[src/rtl/sram_arb_if.sv]
// Bundle of fetch-side, load/store-side and shared SRAM command signals for sram_arb.
// The slave modport is the arbiter's view. The master modport is the view of the
// requesters plus the SRAM.
interface sram_arb_if;
  logic        inst_req;
  logic [31:0] inst_addr;
  logic        inst_gnt;
  logic        inst_rvalid;
  logic [31:0] inst_rdata;

  logic        data_req;
  logic [3:0]  data_wen;
  logic [31:0] data_addr;
  logic [31:0] data_wdata;
  logic        data_gnt;
  logic        data_rvalid;
  logic [31:0] data_rdata;

  logic        sram_en;
  logic [3:0]  sram_wen;
  logic [31:0] sram_addr;
  logic [31:0] sram_wdata;
  logic [31:0] sram_rdata;

  logic        stallreq;

  modport slave (
    input  inst_req, inst_addr, data_req, data_wen, data_addr, data_wdata, sram_rdata,
    output inst_gnt, inst_rvalid, inst_rdata, data_gnt, data_rvalid, data_rdata,
    output sram_en, sram_wen, sram_addr, sram_wdata, stallreq
  );

  modport master (
    output inst_req, inst_addr, data_req, data_wen, data_addr, data_wdata, sram_rdata,
    input  inst_gnt, inst_rvalid, inst_rdata, data_gnt, data_rvalid, data_rdata,
    input  sram_en, sram_wen, sram_addr, sram_wdata, stallreq
  );
endinterface

[src/rtl/sram_arb.sv]
// Arbiter sharing one single-port SRAM between instruction fetch and load/store.
// Data normally has priority. Fetch wins after two consecutive data grants that
// were made while fetch was waiting. Reads hold the port for LATENCY cycles. A new
// grant can issue in the capture cycle, so reads can run back-to-back.
// Optional grant counters are enabled by defining SRAM_ARB_PERF_EN.
module sram_arb #(
  parameter int unsigned LATENCY = 1
) (
  input  logic        clk,
  input  logic        rst,
  sram_arb_if.slave   bus
`ifdef SRAM_ARB_PERF_EN
  ,
  output logic [31:0] inst_gnt_cnt,
  output logic [31:0] data_gnt_cnt
`endif
);

  if (LATENCY < 1 || LATENCY > 7) begin : g_bad_latency
    $error("sram_arb: LATENCY must be in 1..7");
  end

  typedef enum logic {StIdle, StWait} state_e;

  // The counter holds LATENCY-1 in the cycle the read data is valid.
  localparam logic [2:0] LastCnt = 3'(LATENCY - 1);

  state_e      state_q, state_d;
  logic [2:0]  cnt_q, cnt_d;
  logic [1:0]  streak_q, streak_d;  // data grants in a row while inst_req waited
  logic        owner_q, owner_d;    // 1: outstanding read belongs to data side
  logic        inst_rvalid_q, data_rvalid_q;
  logic [31:0] inst_rdata_q, data_rdata_q;

  logic capture, issue_ok, inst_wins, inst_gnt, data_gnt, data_read, new_read;

  // Grant decision and SRAM command; grants are suppressed while in reset.
  always_comb begin
    capture   = (state_q == StWait) && (cnt_q == LastCnt);
    issue_ok  = rst && ((state_q == StIdle) || capture);
    inst_wins = bus.inst_req && (streak_q == 2'd2);
    data_gnt  = issue_ok && bus.data_req && !inst_wins;
    inst_gnt  = issue_ok && bus.inst_req && !data_gnt;
    data_read = data_gnt && (bus.data_wen == 4'b0000);
    new_read  = inst_gnt || data_read;

    bus.inst_gnt   = inst_gnt;
    bus.data_gnt   = data_gnt;
    bus.sram_en    = inst_gnt || data_gnt;
    bus.sram_wen   = data_gnt ? bus.data_wen : 4'b0000;
    bus.sram_wdata = data_gnt ? bus.data_wdata : 32'h0;
    bus.sram_addr  = data_gnt ? bus.data_addr : (inst_gnt ? bus.inst_addr : 32'h0);
    bus.stallreq   = rst && ((bus.inst_req && !inst_gnt) || (bus.data_req && !data_gnt) ||
                             (state_q == StWait));
  end

  // Next state, wait counter, read owner and priority history.
  always_comb begin
    state_d  = state_q;
    cnt_d    = cnt_q;
    owner_d  = owner_q;
    streak_d = streak_q;
    if (state_q == StWait) begin
      cnt_d = cnt_q + 3'd1;
      if (capture) begin
        state_d = StIdle;
      end
    end
    if (new_read) begin
      state_d = StWait;
      cnt_d   = 3'd0;
      owner_d = data_read;
    end
    if (data_gnt) begin
      if (bus.inst_req) begin
        streak_d = (streak_q == 2'd2) ? 2'd2 : streak_q + 2'd1;
      end else begin
        streak_d = 2'd0;
      end
    end else if (inst_gnt) begin
      streak_d = 2'd0;
    end
  end

  // State registers.
  always_ff @(posedge clk or negedge rst) begin
    if (!rst) begin
      state_q  <= StIdle;
      cnt_q    <= 3'd0;
      owner_q  <= 1'b0;
      streak_q <= 2'd0;
    end else begin
      state_q  <= state_d;
      cnt_q    <= cnt_d;
      owner_q  <= owner_d;
      streak_q <= streak_d;
    end
  end

  // Capture read data for the owner and pulse its rvalid in the following cycle.
  always_ff @(posedge clk or negedge rst) begin
    if (!rst) begin
      inst_rvalid_q <= 1'b0;
      data_rvalid_q <= 1'b0;
      inst_rdata_q  <= 32'h0;
      data_rdata_q  <= 32'h0;
    end else begin
      inst_rvalid_q <= capture && !owner_q;
      data_rvalid_q <= capture && owner_q;
      if (capture && !owner_q) begin
        inst_rdata_q <= bus.sram_rdata;
      end
      if (capture && owner_q) begin
        data_rdata_q <= bus.sram_rdata;
      end
    end
  end

  assign bus.inst_rvalid = inst_rvalid_q;
  assign bus.data_rvalid = data_rvalid_q;
  assign bus.inst_rdata  = inst_rdata_q;
  assign bus.data_rdata  = data_rdata_q;

`ifdef SRAM_ARB_PERF_EN
  // Free-running grant counters; they wrap naturally.
  always_ff @(posedge clk or negedge rst) begin
    if (!rst) begin
      inst_gnt_cnt <= 32'h0;
      data_gnt_cnt <= 32'h0;
    end else begin
      inst_gnt_cnt <= inst_gnt_cnt + 32'(inst_gnt);
      data_gnt_cnt <= data_gnt_cnt + 32'(data_gnt);
    end
  end
`endif

endmodule

[src/flat_wrapper.sv]
// flat-port wrapper written by rule: the top's interface ports become plain ports
module sram_arb_flat 
#(
  parameter int unsigned LATENCY = 1
)
  (clk, rst, bus_inst_req, bus_inst_addr, bus_data_req, bus_data_wen, bus_data_addr, bus_data_wdata, bus_sram_rdata, bus_inst_gnt, bus_inst_rvalid, bus_inst_rdata, bus_data_gnt, bus_data_rvalid, bus_data_rdata, bus_sram_en, bus_sram_wen, bus_sram_addr, bus_sram_wdata, bus_stallreq);
  sram_arb_if bus_i ();
  input  logic clk;
  input  logic rst;
  input wire logic [$bits(bus_i.inst_req)-1:0] bus_inst_req;
  input wire logic [$bits(bus_i.inst_addr)-1:0] bus_inst_addr;
  input wire logic [$bits(bus_i.data_req)-1:0] bus_data_req;
  input wire logic [$bits(bus_i.data_wen)-1:0] bus_data_wen;
  input wire logic [$bits(bus_i.data_addr)-1:0] bus_data_addr;
  input wire logic [$bits(bus_i.data_wdata)-1:0] bus_data_wdata;
  input wire logic [$bits(bus_i.sram_rdata)-1:0] bus_sram_rdata;
  output wire logic [$bits(bus_i.inst_gnt)-1:0] bus_inst_gnt;
  output wire logic [$bits(bus_i.inst_rvalid)-1:0] bus_inst_rvalid;
  output wire logic [$bits(bus_i.inst_rdata)-1:0] bus_inst_rdata;
  output wire logic [$bits(bus_i.data_gnt)-1:0] bus_data_gnt;
  output wire logic [$bits(bus_i.data_rvalid)-1:0] bus_data_rvalid;
  output wire logic [$bits(bus_i.data_rdata)-1:0] bus_data_rdata;
  output wire logic [$bits(bus_i.sram_en)-1:0] bus_sram_en;
  output wire logic [$bits(bus_i.sram_wen)-1:0] bus_sram_wen;
  output wire logic [$bits(bus_i.sram_addr)-1:0] bus_sram_addr;
  output wire logic [$bits(bus_i.sram_wdata)-1:0] bus_sram_wdata;
  output wire logic [$bits(bus_i.stallreq)-1:0] bus_stallreq;
  assign bus_i.inst_req = bus_inst_req;
  assign bus_i.inst_addr = bus_inst_addr;
  assign bus_i.data_req = bus_data_req;
  assign bus_i.data_wen = bus_data_wen;
  assign bus_i.data_addr = bus_data_addr;
  assign bus_i.data_wdata = bus_data_wdata;
  assign bus_i.sram_rdata = bus_sram_rdata;
  assign bus_inst_gnt = bus_i.inst_gnt;
  assign bus_inst_rvalid = bus_i.inst_rvalid;
  assign bus_inst_rdata = bus_i.inst_rdata;
  assign bus_data_gnt = bus_i.data_gnt;
  assign bus_data_rvalid = bus_i.data_rvalid;
  assign bus_data_rdata = bus_i.data_rdata;
  assign bus_sram_en = bus_i.sram_en;
  assign bus_sram_wen = bus_i.sram_wen;
  assign bus_sram_addr = bus_i.sram_addr;
  assign bus_sram_wdata = bus_i.sram_wdata;
  assign bus_stallreq = bus_i.stallreq;
  sram_arb #(.LATENCY(LATENCY)) u_core (.clk(clk), .rst(rst), .bus(bus_i));
endmodule
[config.mk]
export PLATFORM = sky130hd
export DESIGN_NAME = sram_arb_flat
export DESIGN_NICKNAME = d
export VERILOG_FILES = /design/src/rtl/sram_arb_if.sv /design/src/rtl/sram_arb.sv /design/src/flat_wrapper.sv
export SDC_FILE = /design/constraint.sdc
export NUM_CORES = 1
export LEC_CHECK = 0
export BUFFER_PORTS_ARGS = -buffer_cell sky130_fd_sc_hd__buf_2
export CAP_MARGIN = 20
export CORE_MARGIN = 10
export CORE_UTILIZATION = 30
export CTS_CLUSTER_DIAMETER = 100
export CTS_CLUSTER_SIZE = 8
export DETAILED_ROUTE_END_ITERATION = 12
export MAX_ROUTING_LAYER = met4
export SYNTH_ARGS = -nofsm -noshare
export SYNTH_HDL_FRONTEND = slang
export SYNTH_SLANG_ARGS = --single-unit
[constraint.sdc]
create_clock -name clk -period 2 [get_ports clk]
set_input_delay 0.1 -clock clk [delete_from_list [all_inputs] [get_ports clk]]
set_output_delay 0.1 -clock clk [all_outputs]
set_load 0.05 [all_outputs]
==> flow_summary.yaml, run 1 <==
floorplanning:
  core_sq_um: 12000
  die_w_microns: 131
  die_height_microns: 131
  die_area_sq_um: 17100
  rows: 40
  io_pins: 274
  start_util_pct: 30.6
drt:
  wl_per_cell_microns: 20.3
  drc: 0
  drtIter0Drc: 112
  vias_per_cell: 4.79
  routed_wl_microns: 15700
  vias: 3710
  firstDrtPassIters: 4
  drtAntennaViolNets: 0
global_route:
  grt_pass1_vias: 4070
  grt_pass1_wl_microns: 22800
  grt_remaining_overflow: 0
  grtUsageTotal_pct: 18.1
  grt_max_degree: 64
  antenna_found_initial: 2
sta:
  whs_ps: -368
  finalSetupViolations: 36
  min_period_ps: 2050
  max_freq_mhz: 488
  hold_violations: 10
  worstMarginPinSlew_ps: 783
  final.setup_skew_ps: 4.64
  rsz0062_at_grt: "true"
  setup_slack_ps: -47.1
  finalCritPeriodShare_pct: 102
  finalSetupTns_ps: -682
  slew_violations: 0
  maxSlewHeadroom_pct: 47.8
clock_tree:
  clkLatencyLatePin_ps: 330
  clk_pin_slew_ps: 60
  clockBufferDepth: 2
  cts_max_level: 3
  hold_buffers: 4
  cts_root_buf: "clkbuf_16"
  cts_tree: "yes"
  numCtsBuffers: 9
  cts.sinks: 73
run_status:
  violations: "hold timing, setup timing"
  outcome: "complete, but fails checks"
cells_and_area:
  stdcell_area_sq_um: 6360
  fin_cells: 774
  multi_input_area_sq_um: 1910
  nFillCells: 1090
  synthToLayoutAreaGrowth_pct: 73.0
  drive_above_1_share_pct: 69.9
  final-seq-area_sq_um: 1830
  num-nets-final: 760
setup_path:
  worstPathCellList: "ha_4 -> a21bo_4 -> a211oi_4 -> buf_6 -> buf_12 -> and2_1 -> buf_6"
  worstSetupStartpointType: "flop"
  cp.arrival_ps: 1950
  rr_worst_depth: 6
  critical_path_required_ps: 1900
  slowest_delay_ps: 410
  crit_type: "flop to output port"
  path_common_cell: "buf_6"
  crit_family: "buffers and inverters"
  path_buf_inv: 3
  cpMaxStageDelayCell: "dfrtp_1"
  worstSetupEndpointType: "output port"
  crit_fanout: 19
  cp_num_cells: 7
power_and_ir_drop:
  p_leak_nw: 3.18
  vdd_ir_drop_max_mv: 1.25
  power_density_nw_per_um2: 1660
hold_path:
  worstHoldPathType: "input pin to async pin"
yosys:
  synth_seq_cells: 73
  synthesis.instances: 338
  ys_seq_area_share_pct: 49.7
  ys.warnings.count: 0
  yosysUniqueCellTypes: 30
  synth.avg_cell_area_sq_um: 10.9
  syn_area_sq_um: 3670
  syn-num-nets: 478
flow_run:
  cap_violations: 0
place:
  place_area_sq_um: 5520
  post-place-cells: 747
  place_hpwl_microns: 12300
  pre_cts_ws_ps: 164
  port_buffers: 273
  place_congestion: 0.911
[cell families after synthesis]
kind of cell	after synthesis	synth area share, %
xor gates and xnor gates	2	0.477
and+or+nand+nor	113	15.9
buffers and inverters	33	4.73
AOI/OAI and AO/OA	47	7.66
muxes	66	20.2
DFF	73	49.7
adders and majority gates	4	1.36
[routing by layer]
layer	up-vias	GRT usage (%)	routed length, microns
met5	-	-	0
met4	0	7.00	282
met3	15	6.33	1560
met2	192	32.3	8420
met1	1780	17.6	5450
li1	1723	-	-
[where the power goes]
group          leakage (nW)  total (mW)  internal [mW]  switching [mW]
logic                  2.14        6.39           2.01            4.38
registers             0.893        2.52           2.17           0.358
clock network         0.149        1.62           1.03           0.587
total                  3.18        10.5           5.21            5.32
[what timing repair did]
item	4_1_cts	5_1_grt
pin swaps	6	1
setup buffers	2	2
cloned	1	0
setup endpoints to repair	69	69
endpoints found under the hold margin	14	10
resized for setup	110	38
[worst paths after layout]
| path | start | end | slack (ps) |
|---|---|---|---|
| worst max-delay path | u_core.streak_q[1] | bus_sram_wdata[5] | -50 |
| max in group asynchronous | rst | u_core.bus.data_rdata[11] | 1310 |
| min in group clk | bus_sram_rdata[17] | u_core.bus.data_rdata[17] | 20 |
| worst min register to register | u_core.bus.inst_rdata[24] | u_core.bus.inst_rdata[24] | 480 |
| worst max register to register | u_core.cnt_q[1] | u_core.bus.inst_rdata[7] | 300 |
| worst min-delay path | rst | u_core.bus.data_rdata[14] | -370 |
[synthesized netlist by cell type]
master | n | area share (%)
or2_2 | 1 | 0.17
mux2_2 | 61 | 19
ha_1 | 4 | 1.4
dfrtp_1 | 73 | 50
xnor2_1 | 1 | 0.24
a211oi_4 | 1 | 0.54
mux2_1 | 4 | 1.2
o21ai_1 | 1 | 0.14
xor2_1 | 1 | 0.24
buf_6 | 4 | 1.2
nand2_1 | 36 | 3.7
nand3_1 | 33 | 4.5
o211ai_1 | 1 | 0.20
buf_4 | 4 | 0.82
and2_1 | 37 | 6.3
o221ai_1 | 1 | 0.24
a21boi_2 | 1 | 0.31
a32o_1 | 2 | 0.54
nor3_4 | 1 | 0.44
inv_1 | 9 | 0.92
a21oi_1 | 38 | 5.2
buf_2 | 4 | 0.54
nor2_1 | 1 | 0.10
a22o_1 | 1 | 0.24
mux2i_1 | 1 | 0.27
nor4_1 | 1 | 0.17
nor2b_1 | 2 | 0.34
a21bo_1 | 1 | 0.27
nand2b_1 | 1 | 0.17
clkbuf_1 | 12 | 1.2
[state kept, by name, summed over array words and instances (netlist names)]
name / cells
u_core.streak_q: 2
u_core.bus.inst_rvalid: 1
u_core.bus.data_rvalid: 1
u_core.owner_q: 1
u_core.state_q: 1
u_core.cnt_q: 3
u_core.bus.data_rdata: 32
u_core.bus.inst_rdata: 32
[layout by cell type (no fill, tap or decap), drive strengths merged, types with 2 or more instances in the layout]
| cell | instances |
|---|---|
| a21oi | 38 |
| a32o | 2 |
| and2 | 37 |
| buf | 291 |
| clkbuf | 12 |
| clkinv | 2 |
| dfrtp | 73 |
| diode | 2 |
| dlygate4sd3 | 4 |
| ha | 4 |
| inv | 9 |
| mux2 | 65 |
| nand2 | 36 |
| nand3 | 33 |
| nor2b | 2 |
[layout make-up]
class / count / area share, %
Multi-Input combinational cell: 232 / 30.1
Sequential cell: 73 / 28.7
Clock inverter: 4 / 0.807
Antenna cell: 2 / 0.0787
Clock buffer: 12 / 4.03
Tap cell: 147 / 2.89
Timing Repair Buffer: 295 / 32.8
Inverter: 9 / 0.531
[per-stage QoR]
| step | utilization, % | power (mW) |
|---|---|---|
| 2_1_floorplan | - | 6.90 |
| 3_3_place_gp | 45.9 | 8.42 |
| 3_5_place_dp | 45.9 | 8.54 |
| 4_1_cts | 51.9 | 10.5 |
| 5_1_grt | 52.9 | 11.1 |
| 6_report | 52.9 | 10.5 |
Power figures use the tool's default switching activity.
==> inputs of run 2 (changes only) <==
SETUP_SLACK_MARGIN = 0.05   (was default)
SKIP_LAST_GASP = 1   (was default)
==> flow_summary.yaml, run 2 (synthesis results as in run 1) <==
floorplanning:
  die_height_microns: 131
  start_util_pct: 30.6
  die_w_microns: 131
  die_area_sq_um: 17100
  io_pins: 274
  rows: 40
  core_sq_um: 12000
setup_path:
  crit-reg2reg-launch: "u_core.cnt_q[0]"
  startpoint: "u_core.streak_q[1]"
  path_buf_inv: 3
  rr_endpoint: "u_core.bus.inst_rdata[7]"
  critical_path_required_ps: 1900
  worstSetupStartpointType: "flop"
  cp.arrival_ps: 1940
  crit_type: "flop to output port"
  worstPathCellList: "ha_4 -> a21bo_4 -> a211oi_4 -> buf_6 -> buf_12 -> and2_1 -> buf_6"
  crit_family: "buffers and inverters"
  slowest_delay_ps: 410
  rr_worst_depth: 6
  r2r_setup_slack_ps: 300
  crit_fanout: 19
  cpMaxStageDelayCell: "dfrtp_1"
  path_common_cell: "buf_6"
  worstSetupEndpointType: "output port"
place:
  pre_cts_ws_ps: 164
  place_hpwl_microns: 12300
  place_congestion: 0.911
  port_buffers: 273
clock_tree:
  hold_buffers: 4
  numCtsBuffers: 9
  cts_root_buf: "clkbuf_16"
  clkLatencyLatePin_ps: 330
  clk_pin_slew_ps: 60
  cts_tree: "yes"
  clockBufferDepth: 2
  cts_max_level: 3
  cts.sinks: 73
cells_and_area:
  synthToLayoutAreaGrowth_pct: 75.4
  drive_above_1_share_pct: 69.3
  mostFrequentLayoutCells: "buf_2, dfrtp_1, mux2_2"
  final_util_pct: 53.7
  num-nets-final: 763
  final_common_cell: "buf_2"
run_status:
  violations: "hold timing, setup timing"
  outcome: "complete, but fails checks"
sta:
  min_period_ps: 2040
  finalCritPeriodShare_pct: 102
  maxSlewHeadroom_pct: 47.8
  slew_violations: 0
  finalSetupViolations: 35
  final.setup_skew_ps: 5.13
  whs_ps: -367
  finalSetupTns_ps: -655
  hold_violations: 10
  rsz0062_at_grt: "true"
  worstMarginPinSlew_ps: 783
  setup_slack_ps: -39.1
  max_freq_mhz: 490
global_route:
  grt_pass1_wl_microns: 22800
  grt_remaining_overflow: 0
  grtUsageTotal_pct: 18.0
  antenna_found_initial: 2
  grt_pass1_vias: 4061
  grt_max_degree: 64
flow_run:
  cap_violations: 0
power_and_ir_drop:
  p_leak_nw: 3.20
  fin_total_pwr_mw: 10.6
  vdd_ir_drop_max_mv: 1.25
  power_density_nw_per_um2: 1650
drt:
  wl_met2_microns: 8450
  drtAntennaViolNets: 0
  vias: 3823
  drc: 0
  routed_wl_microns: 16100
  drtIter0Drc: 111
  top_layer_used: "met4"
  vias_per_cell: 4.92
  wl_per_cell_microns: 20.7
  met1_length_microns: 5520
  firstDrtPassIters: 4
  wl_met3_microns: 1660
hold_path:
  worstHoldPathType: "input pin to async pin"
[run 2: changes by cell type in the layout (fill, tap and decap cells not counted), sizes merged]
| cell | previous run | this run |
|---|---|---|
| buf | 291 | 293 |
| clkbuf | 12 | 13 |
[run 2: layer usage]
layer,global-route usage [%],up-vias
li1,-,1734
met1,17.5,1841
met2,32.2,223
met3,6.24,25
met4,6.93,0
met5,-,-
[run 2: how the worst max path moves through the flow]
stage / endpoint / slack [ps] / depth (start not counted)
5_1_grt: bus_sram_wdata[7] / -110 / 7
3_3_place_gp: u_core.bus.inst_rdata[8] / 200 / 6
2_1_floorplan: bus_sram_wdata[10] / 70 / 7
4_1_cts: bus_sram_wdata[1] / -70 / 8
6_report: bus_sram_wdata[5] / -40 / 7
3_5_place_dp: bus_sram_wdata[6] / 160 / 7
[run 2: what timing repair did]
item | in CTS | in global routing
setup endpoints to repair | 70 | 70
buffers inserted | 2 | 4
hold endpoints to repair | 14 | 10
pin swaps | 3 | 0
gates cloned | 1 | 1
gates resized for setup | 121 | 37
[run 2: area by class of cell]
| cell class | count | area, sq um |
|---|---|---|
| clock buffer | 12 | 256 |
| antenna | 2 | 5.00 |
| fill | 1087 | 5570 |
| timing repair buffer | 298 | 2190 |
| tap | 147 | 184 |
| sequential | 73 | 1830 |
| inverter | 9 | 33.8 |
| multi-input combinational | 232 | 1900 |
| clock inverter | 4 | 51.3 |
[run 2: through the flow]
| stage | hold slack (ps) | instances | cell area, sq um |
|---|---|---|---|
| after floorplan | -196 | 338 | 3800 |
| after global placement | -23.2 | 747 | 5520 |
| after detailed placement | -15.7 | 747 | 5520 |
| after CTS | -372 | 770 | 6270 |
| after global routing | -371 | 777 | 6450 |
| final | -367 | 777 | 6450 |
[run 2: where the power goes]
group | total (mW) | switching, mW | internal, mW
clock network | 1.62 | 0.587 | 1.03
logic | 6.50 | 4.42 | 2.09
registers | 2.52 | 0.358 | 2.17
==> inputs of run 3 (changes only) <==
--- a/config.mk
+++ b/config.mk
@@ -13,5 +13,4 @@
 export CTS_CLUSTER_SIZE = 8
 export DETAILED_ROUTE_END_ITERATION = 12
-export MAX_ROUTING_LAYER = met4
 export SETUP_SLACK_MARGIN = 0.05
 export SKIP_LAST_GASP = 1
==> constraint.sdc (replaced) <==
create_clock -name clk -period 2 [get_ports clk]
set_input_delay 0.3 -clock clk [delete_from_list [all_inputs] [get_ports clk]]
set_output_delay 0.3 -clock clk [all_outputs]
set_load 0.05 [all_outputs]
==> flow_summary.yaml, run 3 (synthesis results as in run 1) <==
clock_tree:
  cts_tree: "yes"
  clk_pin_slew_ps: 70
  cts.sinks: 73
  cts_max_level: 3
  numCtsBuffers: 9
  cts_root_buf: "clkbuf_16"
  clkLatencyLatePin_ps: 340
  clockBufferDepth: 2
power_and_ir_drop:
  vdd_ir_drop_max_mv: 1.29
  p_switching_mw: 5.66
  power_density_nw_per_um2: 1590
  combPwrFrac_pct: 62.8
  p_clk_share_pct: 14.1
  p_seq_share_pct: 23.1
  p_leak_nw: 3.42
  sw_frac_of_total_pct: 51.3
  internal_power_mw: 5.38
  fin_total_pwr_mw: 11.0
setup_path:
  r2r_setup_slack_ps: 240
  worstSetupEndpointType: "output port"
  rr_worst_depth: 6
  worstSetupStartpointType: "flop"
  rr_endpoint: "u_core.state_q"
  crit_type: "flop to output port"
  critical_path_required_ps: 1700
  path_buf_inv: 2
  cpMaxStageDelayCell: "dfrtp_1"
  crit-reg2reg-launch: "u_core.streak_q[1]"
  slowest_delay_ps: 410
  startpoint: "u_core.streak_q[1]"
  cp.arrival_ps: 1960
  crit_family: "compound AO/OA/AOI/OAI gates"
  worstPathCellList: "ha_4 -> a21bo_4 -> a211oi_4 -> buf_12 -> and2_2 -> buf_4"
  crit_fanout: 37
cells_and_area:
  fin_cells: 794
  stdcell_area_sq_um: 6940
  synthToLayoutAreaGrowth_pct: 88.9
  multi_input_area_sq_um: 2180
  nFillCells: 1035
  num-nets-final: 781
  drive_above_1_share_pct: 77.2
  mostFrequentLayoutCells: "buf_2, dfrtp_1, mux2_2"
  final_common_cell: "buf_2"
  final-seq-area_sq_um: 1830
hold_path:
  hold_start: "bus_sram_rdata[26]"
  holdPathStages: 2
  worstHoldPathType: "input pin to flop"
  min_to: "u_core.bus.inst_rdata[26]"
sta:
  slew_violations: 0
  setup_slack_ps: -260
  maxSlewHeadroom_pct: 42.2
  finalSetupTns_ps: -14540
  max_freq_mhz: 443
  final.setup_skew_ps: 8.28
  worstMarginPinSlew_ps: 866
  hold_violations: 0
  finalCritPeriodShare_pct: 113
  rsz0062_at_grt: "true"
  finalSetupViolations: 70
  min_period_ps: 2260
drt:
  firstDrtPassIters: 4
  vias_per_cell: 4.88
  wl_per_cell_microns: 22.0
  drtIter0Drc: 115
  routed_wl_microns: 17500
  drtAntennaViolNets: 0
  drc: 0
  vias: 3876
place:
  port_buffers: 273
  place_area_sq_um: 5740
  post-place-cells: 750
  place_hpwl_microns: 12600
  place_congestion: 0.880
global_route:
  grt_max_degree: 70
  grt_remaining_overflow: 0
  antenna_found_initial: 2
  grt_pass1_vias: 4368
  grt_pass1_wl_microns: 24900
  grtUsageTotal_pct: 19.0
floorplanning:
  start_util_pct: 30.6
  io_pins: 274
  rows: 40
  die_area_sq_um: 17100
  die_w_microns: 131
  core_sq_um: 12000
  die_height_microns: 131
flow_run:
  cap_violations: 0
run_status:
  violations: "setup timing"
  outcome: "complete, but fails checks"
run 3: changes by cell type in the layout (fill, tap and decap cells not counted), sizes merged:
cell         previous run  this run
bufinv                  1         0
diode                   2         1
clkbuf                 13        10
bufbuf                  0         1
inv                     9        14
buf                   293       313
clkinvlp                1         0
dlygate4sd3             4         1
run 3: what timing repair did:
item,CTS,global route
setup endpoints to repair,71,71
hold buffers,1,0
buffers inserted,13,5
pin swaps,26,18
resized for setup,136,26
endpoints found under the hold margin,4,0
cloned,7,1
run 3: power groups by stage:
stage | combinational (mW) | sequential, mW | clock, mW
final | 6.94 | 2.55 | 1.56
after global routing | 7.25 | 2.64 | 1.66
after CTS | 6.83 | 2.55 | 1.61
after detailed placement | 6.16 | 2.56 | 0
after global placement | 6.08 | 2.52 | 0
after floorplan | 2.37 | 4.67 | 0
run 3: layout make-up:
| class | instances | area share, % |
|---|---|---|
| clock buffers | 9 | 3.24 |
| diodes | 1 | 0.0360 |
| multi-input cells | 232 | 31.5 |
| clock inverters | 7 | 1.03 |
| well taps | 147 | 2.65 |
| flip-flops and latches | 73 | 26.3 |
| repair buffers | 316 | 34.8 |
| inverters | 9 | 0.487 |
run 3: how the worst max path moves through the flow:
| stage | end | slack [ps] | cells after the start |
|---|---|---|---|
| after floorplan | bus_sram_addr[17] | -40 | 7 |
| after global placement | bus_sram_wdata[0] | 50 | 7 |
| final | bus_sram_wdata[1] | -260 | 6 |
| after global routing | bus_sram_wdata[1] | -340 | 6 |
| after CTS | bus_sram_wdata[1] | -270 | 7 |
| after detailed placement | bus_sram_wdata[1] | 5 | 7 |
run 3: through the flow:
step / util (%) / setup slack [ps] / hold slack, ps
2_1_floorplan: - / -40.3 / 4.41
3_3_place_gp: 47.8 / 46.3 / 261
3_5_place_dp: 47.8 / 5.07 / 259
4_1_cts: 56.4 / -268 / 183
5_1_grt: 57.8 / -336 / 199
6_report: 57.8 / -260 / 194
run 3: layer usage:
metal	wire (microns)	share of wire (%)	global-route usage, %
met1	6160	35	19.0
met2	8840	51	33.7
met3	1830	10	7.82
met4	667	3.8	8.89
met5	0	0	0
